`src/rtl/apa102_frame_driver.sv`:
```
// APA102 multi-strand frame driver: per-LED pixel buffers shifted out in lock-step.
// Optional macro APA102_AUTO_REFRESH_EN adds a self-timed frame request.
module apa102_frame_driver #(
    parameter int NUM_CH    = 3,
    parameter int NUM_LEDS  = 12,
    parameter int CLK_DIV   = 64,
    parameter int END_WORDS = (NUM_LEDS + 63) / 64
`ifdef APA102_AUTO_REFRESH_EN
    ,
    parameter int REFRESH_CYCLES = 2**20
`endif
) (
    input  logic clk,
    input  logic reset,
    input  logic wr_en,
    input  logic [((NUM_CH > 1) ? $clog2(NUM_CH) : 1)-1:0] wr_ch,
    input  logic [((NUM_LEDS > 1) ? $clog2(NUM_LEDS) : 1)-1:0] wr_addr,
    input  logic [28:0] wr_data,
    output logic wr_err,
    input  logic start,
    output logic busy,
    output logic done,
    output logic sck,
    output logic [NUM_CH-1:0] mosi
);

    localparam int CH_W  = (NUM_CH > 1) ? $clog2(NUM_CH) : 1;
    localparam int A_W   = (NUM_LEDS > 1) ? $clog2(NUM_LEDS) : 1;
    localparam int DIV_W = (CLK_DIV > 1) ? $clog2(CLK_DIV) : 1;
    localparam int WMAX  = (NUM_LEDS > END_WORDS) ? NUM_LEDS : END_WORDS;
    localparam int WC_W  = $clog2(WMAX + 1);

    typedef enum logic [2:0] {
        S_IDLE,
        S_START,
        S_LEDS,
        S_END,
        S_FINISH
    } state_t;

    state_t state;

    logic [28:0] pix [NUM_CH][NUM_LEDS];
    logic [30:0] sr [NUM_CH];
    logic [31:0] led_word [NUM_CH];
    logic [31:0] nxt [NUM_CH];

    logic [DIV_W-1:0] div_cnt;
    logic phase;
    logic [4:0] bit_idx;
    logic [WC_W-1:0] wcnt;
    logic [A_W-1:0] rd_addr;

    logic wr_bad;
    logic wr_ok;
    logic rd_ok;
    logic div_last;
    logic led_last;
    logic end_last;
    logic go;

    assign wr_bad = (32'(wr_ch) >= NUM_CH) ||
                    (32'(wr_addr) >= NUM_LEDS);
    assign wr_ok  = wr_en && !busy && !wr_bad;
    assign rd_ok  = 32'(rd_addr) < NUM_LEDS;

    assign div_last = div_cnt == DIV_W'(CLK_DIV - 1);
    assign led_last = wcnt == WC_W'(NUM_LEDS - 1);
    assign end_last = wcnt == WC_W'(END_WORDS - 1);

`ifdef APA102_AUTO_REFRESH_EN
    localparam int RC_W = (REFRESH_CYCLES > 1) ?
                          $clog2(REFRESH_CYCLES) : 1;

    logic [RC_W-1:0] ref_cnt;
    logic ref_hit;

    assign ref_hit = ref_cnt == RC_W'(REFRESH_CYCLES - 1);
    assign go = start || (state == S_IDLE && ref_hit);

    always_ff @(posedge clk or posedge reset) begin
        if (reset) begin
            ref_cnt <= '0;
        end else if (state == S_FINISH) begin
            ref_cnt <= '0;
        end else if (state == S_IDLE && !ref_hit) begin
            ref_cnt <= ref_cnt + RC_W'(1);
        end
    end
`else
    assign go = start;
`endif

    always_ff @(posedge clk or posedge reset) begin
        if (reset) begin
            for (int c = 0; c < NUM_CH; c++) begin
                for (int l = 0; l < NUM_LEDS; l++) begin
                    pix[c][l] <= '0;
                end
            end
            wr_err <= 1'b0;
        end else begin
            wr_err <= wr_en && (busy || wr_bad);
            if (wr_ok) begin
                pix[wr_ch][wr_addr] <= wr_data;
            end
        end
    end

    // rd_addr is advanced one word ahead, so the fetch is a plain mux
    always_comb begin
        for (int k = 0; k < NUM_CH; k++) begin
            led_word[k] = 32'hE000_0000;
            if (rd_ok) begin
                led_word[k] = {3'b111, pix[k][rd_addr]};
            end
        end
    end

    always_comb begin
        for (int k = 0; k < NUM_CH; k++) begin
            nxt[k] = 32'hFFFF_FFFF;
            if (state == S_START ||
                (state == S_LEDS && !led_last)) begin
                nxt[k] = led_word[k];
            end
        end
    end

    always_ff @(posedge clk or posedge reset) begin
        if (reset) begin
            state   <= S_IDLE;
            busy    <= 1'b0;
            done    <= 1'b0;
            sck     <= 1'b0;
            mosi    <= '0;
            div_cnt <= '0;
            phase   <= 1'b0;
            bit_idx <= '0;
            wcnt    <= '0;
            rd_addr <= '0;
            for (int k = 0; k < NUM_CH; k++) begin
                sr[k] <= '0;
            end
        end else begin
            done <= 1'b0;
            unique case (state)
                // FINISH also accepts start so held start leaves one idle cycle
                S_IDLE, S_FINISH: begin
                    sck   <= 1'b0;
                    mosi  <= '0;
                    busy  <= 1'b0;
                    state <= S_IDLE;
                    if (go) begin
                        state   <= S_START;
                        busy    <= 1'b1;
                        div_cnt <= '0;
                        phase   <= 1'b0;
                        bit_idx <= 5'd31;
                        wcnt    <= '0;
                        rd_addr <= '0;
                        for (int k = 0; k < NUM_CH; k++) begin
                            sr[k] <= '0;
                        end
                    end
                end
                default: begin
                    if (!div_last) begin
                        div_cnt <= div_cnt + DIV_W'(1);
                    end else begin
                        div_cnt <= '0;
                        phase   <= ~phase;
                        if (!phase) begin
                            sck <= 1'b1;
                        end else begin
                            sck <= 1'b0;
                            if (bit_idx != 5'd0) begin
                                bit_idx <= bit_idx - 5'd1;
                                for (int k = 0; k < NUM_CH; k++) begin
                                    mosi[k] <= sr[k][30];
                                    sr[k]   <= {sr[k][29:0], 1'b0};
                                end
                            end else begin
                                bit_idx <= 5'd31;
                                for (int k = 0; k < NUM_CH; k++) begin
                                    mosi[k] <= nxt[k][31];
                                    sr[k]   <= nxt[k][30:0];
                                end
                                unique case (state)
                                    S_START: begin
                                        state   <= S_LEDS;
                                        wcnt    <= '0;
                                        rd_addr <= rd_addr + A_W'(1);
                                    end
                                    S_LEDS: begin
                                        if (led_last) begin
                                            state <= S_END;
                                            wcnt  <= '0;
                                        end else begin
                                            wcnt    <= wcnt + WC_W'(1);
                                            rd_addr <= rd_addr + A_W'(1);
                                        end
                                    end
                                    default: begin
                                        if (end_last) begin
                                            state <= S_FINISH;
                                            busy  <= 1'b0;
                                            done  <= 1'b1;
                                            mosi  <= '0;
                                        end else begin
                                            wcnt <= wcnt + WC_W'(1);
                                        end
                                    end
                                endcase
                            end
                        end
                    end
                end
            endcase
        end
    end

endmodule
```
`config.mk`:
```
export PLATFORM = sky130hd
export DESIGN_NAME = apa102_frame_driver
export DESIGN_NICKNAME = d
export VERILOG_FILES = /design/src/rtl/apa102_frame_driver.sv
export SDC_FILE = /design/constraint.sdc
export NUM_CORES = 2
export LEC_CHECK = 0
export ABC_AREA = 0
export CORE_MARGIN = 1.5
export CORE_UTILIZATION = 65
export CTS_CLUSTER_SIZE = 20
export DETAILED_ROUTE_END_ITERATION = 10
export PLACE_DENSITY = 0.91
export REMOVE_ABC_BUFFERS = 1
export SLEW_MARGIN = 0
export SYNTH_ARGS = -nofsm -noshare
export SYNTH_HDL_FRONTEND = slang
export SYNTH_SLANG_ARGS = --single-unit
```
`constraint.sdc`:
```
create_clock -name clk -period 98.9 [get_ports clk]
set_clock_uncertainty 0.1 [all_clocks]
set_input_delay 14.835 -clock clk [delete_from_list [all_inputs] [get_ports clk]]
set_output_delay 14.835 -clock clk [all_outputs]
set_load 0.01 [all_outputs]
```
==> impl_metrics.toml <==
[status]
status = "completed"

[routing]
drc = 0
vias = 36100
postRouteAntennaNets = 0
post_drt_wl_per_cell_um = 29.9
drtIter0Drc = 4279
drt-total-wl_mm = 150
first_pass_iters = 6
viasPerCell = 7.20

[placed_design]
place_hpwl_mm = 75.9
routabilityCongestion = 0.788
io_buffers = 45
dp.cells = 4817

[power_and_ir_drop]
pwr-share-comb_pct = 2.8
seqPwrFrac_pct = 49.8
ir_drop_uv = 15.1
netSwitchingFraction_pct = 21.9
pwr_density_cell_nw_per_um2 = 16.5
p_clk_share_pct = 47.4
p_leak_nw = 31.5
p_int_w = 0.000753
power.switching_w = 0.000211

[global_route]
grt_antenna_before_repair = 0
grt_start_max_net_pins = 212
grt_pass1_vias = 38000
grt.overflow.total = 0
track_usage_pct = 35.3
grt_pass1_wl_mm = 227

[worst_hold_path]
holdCritPathClass = "flip-flop to flip-flop"
holdCritStartpoint = "sr[91]"

[setup_path]
end_kind = "asynchronous set/reset pin"
crit_type = "input pin to asynchronous set/reset pin"
cp-start-kind = "input pin"
cp_max_fo = 128
r2r_start = "bit_idx[0]"
crit_arrival_ns = 18.91
cp.required_ns = 99.48
startpoint = "reset"

[synthesis]
yosysUniqueCellTypes = 62
syn-cell-area_um2 = 53800
seq_area_frac_synth_pct = 54.3
ys_seq_elements = 1167
async_flop_share_pct = 100
avgSynthCellArea_um2 = 13.4
syn_inst = 4025
synth_edf_count = 0
yosys_warnings = 0
synth_ff_type = "dfrtp_1"

[finish]
fillers = 4892
drive_gt1_share_pct = 34.4
fin_cells = 5022
multi_input_area_um2 = 22800
area_growth_syn_to_layout_pct = 8.48
regArea_um2 = 29200
nets = 3905

[floorplanning]
start_util_pct = 65.7
dieArea_um2 = 84500
fp-row-count = 105
pin_count = 46
die_y_um = 291
core_um2 = 82000
die_w_um = 291

[clock_tree]
cts_sinks = 1167
clock_path_buffers = 3
post_cts_resized = 0
path_clk_slew_ns = 0.06
cts_setup_buffers = 0
cts-hold-fix-buffers = 0
cts_root_buffer = "clkbuf_16"
cts_max_level = 3
clkLatencyLatePin_ns = 0.70
cts_made_buffers = 112
cts_tree = "yes"

[sta]
rsz0062_at_grt = "false"
slew_headroom_pct = 7.54
slew_violations = 0
setup_violations = 0
finalCritPeriodShare_pct = 18.5
max_slew.worst_pin.slew_ns = 1.38
fmax_ghz = 0.0545
min_period_ns = 18.34
setup-tns-final_ns = 0
final-hold-violation-count = 0

[job]
drv_cap = 0
power by group through the flow:
stage	Clock [W]	Combinational (W)	Sequential (W)
final	0.000457	0.0000275	0.000480
after floorplan	0	0.0000123	0.000489
after global placement	0	0.0000265	0.000488
after detailed placement	0	0.0000270	0.000489
after CTS	0.000457	0.0000274	0.000480
after global routing	0.000476	0.0000302	0.000480
path summary, 6_finish.rpt:
kind	to	slack, ns	cells past startpoint
min reg2reg	sr[91]	0.39	2
max in group clk	pix[5]	81.12	5
min	sr[91]	0.39	2
min in group asynchronous	pix[238]	14.65	2
max	pix[1038]	80.56	5
max reg2reg	wcnt[2]	95.01	8
metrics by stage:
stage                     hold slack, ns  area [µm²]  power, W  setup slack [ns]  utilization (%)
final                              0.393       58400  0.000964             80.56             71.2
after global routing               0.410       58400  0.000986             79.92             71.2
after CTS                          0.391       58400  0.000964             80.44             71.2
after detailed placement           0.378       54500  0.000516             79.74             66.5
after global placement             0.367       54500  0.000515             79.82             66.5
after floorplan                    0.351       51900  0.000502             51.09                -
critical path: stages:
cell	delay, ns
clkdlybuf4s50_1	0.51
inv_8	0.63
buf_4	0.85
buf_4	0.95
buf_4	0.88
state kept, by name, summed over array words and instances, names as in the netlist:
name,cells
bit_idx,5
busy,1
div_cnt,6
done,1
mosi,3
phase,1
pix,1044
rd_addr,4
sck,1
sr,93
state,3
wcnt,4
wr_err,1
synthesized netlist by cell type (3+ instances only):
master / n / area (µm²)
nor3_1: 15 / 75.1
buf_6: 26 / 293
a21oi_1: 77 / 385
nand2b_1: 9 / 56.3
a211oi_1: 58 / 435
inv_1: 9 / 33.8
o221ai_1: 36 / 315
clkbuf_1: 184 / 691
buf_4: 26 / 195
and2_1: 5 / 31.3
a22oi_1: 143 / 1070
o21ai_0: 23 / 115
a221oi_1: 3 / 26.3
nand4_1: 32 / 200
o21a_1: 3 / 22.5
nand2_1: 105 / 394
dfrtp_1: 1167 / 29200
a22o_1: 5 / 43.8
o22a_1: 3 / 26.3
ha_1: 5 / 62.6
mux2i_1: 501 / 5010
nor2b_1: 5 / 31.3
or2_2: 3 / 18.8
buf_2: 134 / 671
nand3_1: 58 / 290
mux2_2: 1013 / 11400
mux2_1: 33 / 372
o22ai_1: 52 / 325
buf_1: 31 / 116
a31oi_1: 4 / 25.0
nor2_1: 115 / 432
a2bb2oi_1: 53 / 464
o211ai_1: 32 / 240
mux4_2: 15 / 338
nand3b_1: 5 / 37.5
layout make-up:
cell class	instances	area share, %
antenna	2	0.00857
sequential	1167	50.0
multi-input combinational	2447	39.1
timing repair buffer	123	1.85
clock buffer	162	5.60
inverter	10	0.0771
clock inverter	41	1.09
tap	1070	2.29
cell usage in the layout, fill, tap and decap left out, types with 18 or more instances in the layout:
master and n:
mux2_2 1013, o211ai_1 32, clkbuf_1 23, nand4_1 32, o21ai_0 23, nand2_2 37
a21oi_1 77, nor2_1 113, dfrtp_1 1164, clkdlybuf4s50_1 41, a2bb2oi_1 53, clkinv_2 18
o22ai_1 52, buf_4 73, mux2_1 33, clkbuf_8 26, o221ai_1 36, a211oi_1 58
clkbuf_16 113, nand3_1 57, a22oi_1 143, mux2i_1 501, nand2_1 68
cell families after synthesis:
| kind of cell | share of synthesized area [%] |
|---|---|
| XOR/XNOR | 0.0488 |
| AND/OR/NAND/NOR | 3.39 |
| buffers and inverters | 3.72 |
| adder cells (fa/ha/maj) | 0.116 |
| AO/OA/AOI/OAI | 6.64 |
| multiplexers | 31.8 |
| flip-flops | 54.3 |
layer usage:
layer	track usage, %	up-vias	part of all wire (%)
met4	21.5	0	6.4
met2	55.5	2323	47
met1	44.6	18600	37
li1	-	14400	-
met5	0	-	0
met3	8.42	746	9.9
Power figures use the tool's default switching activity.
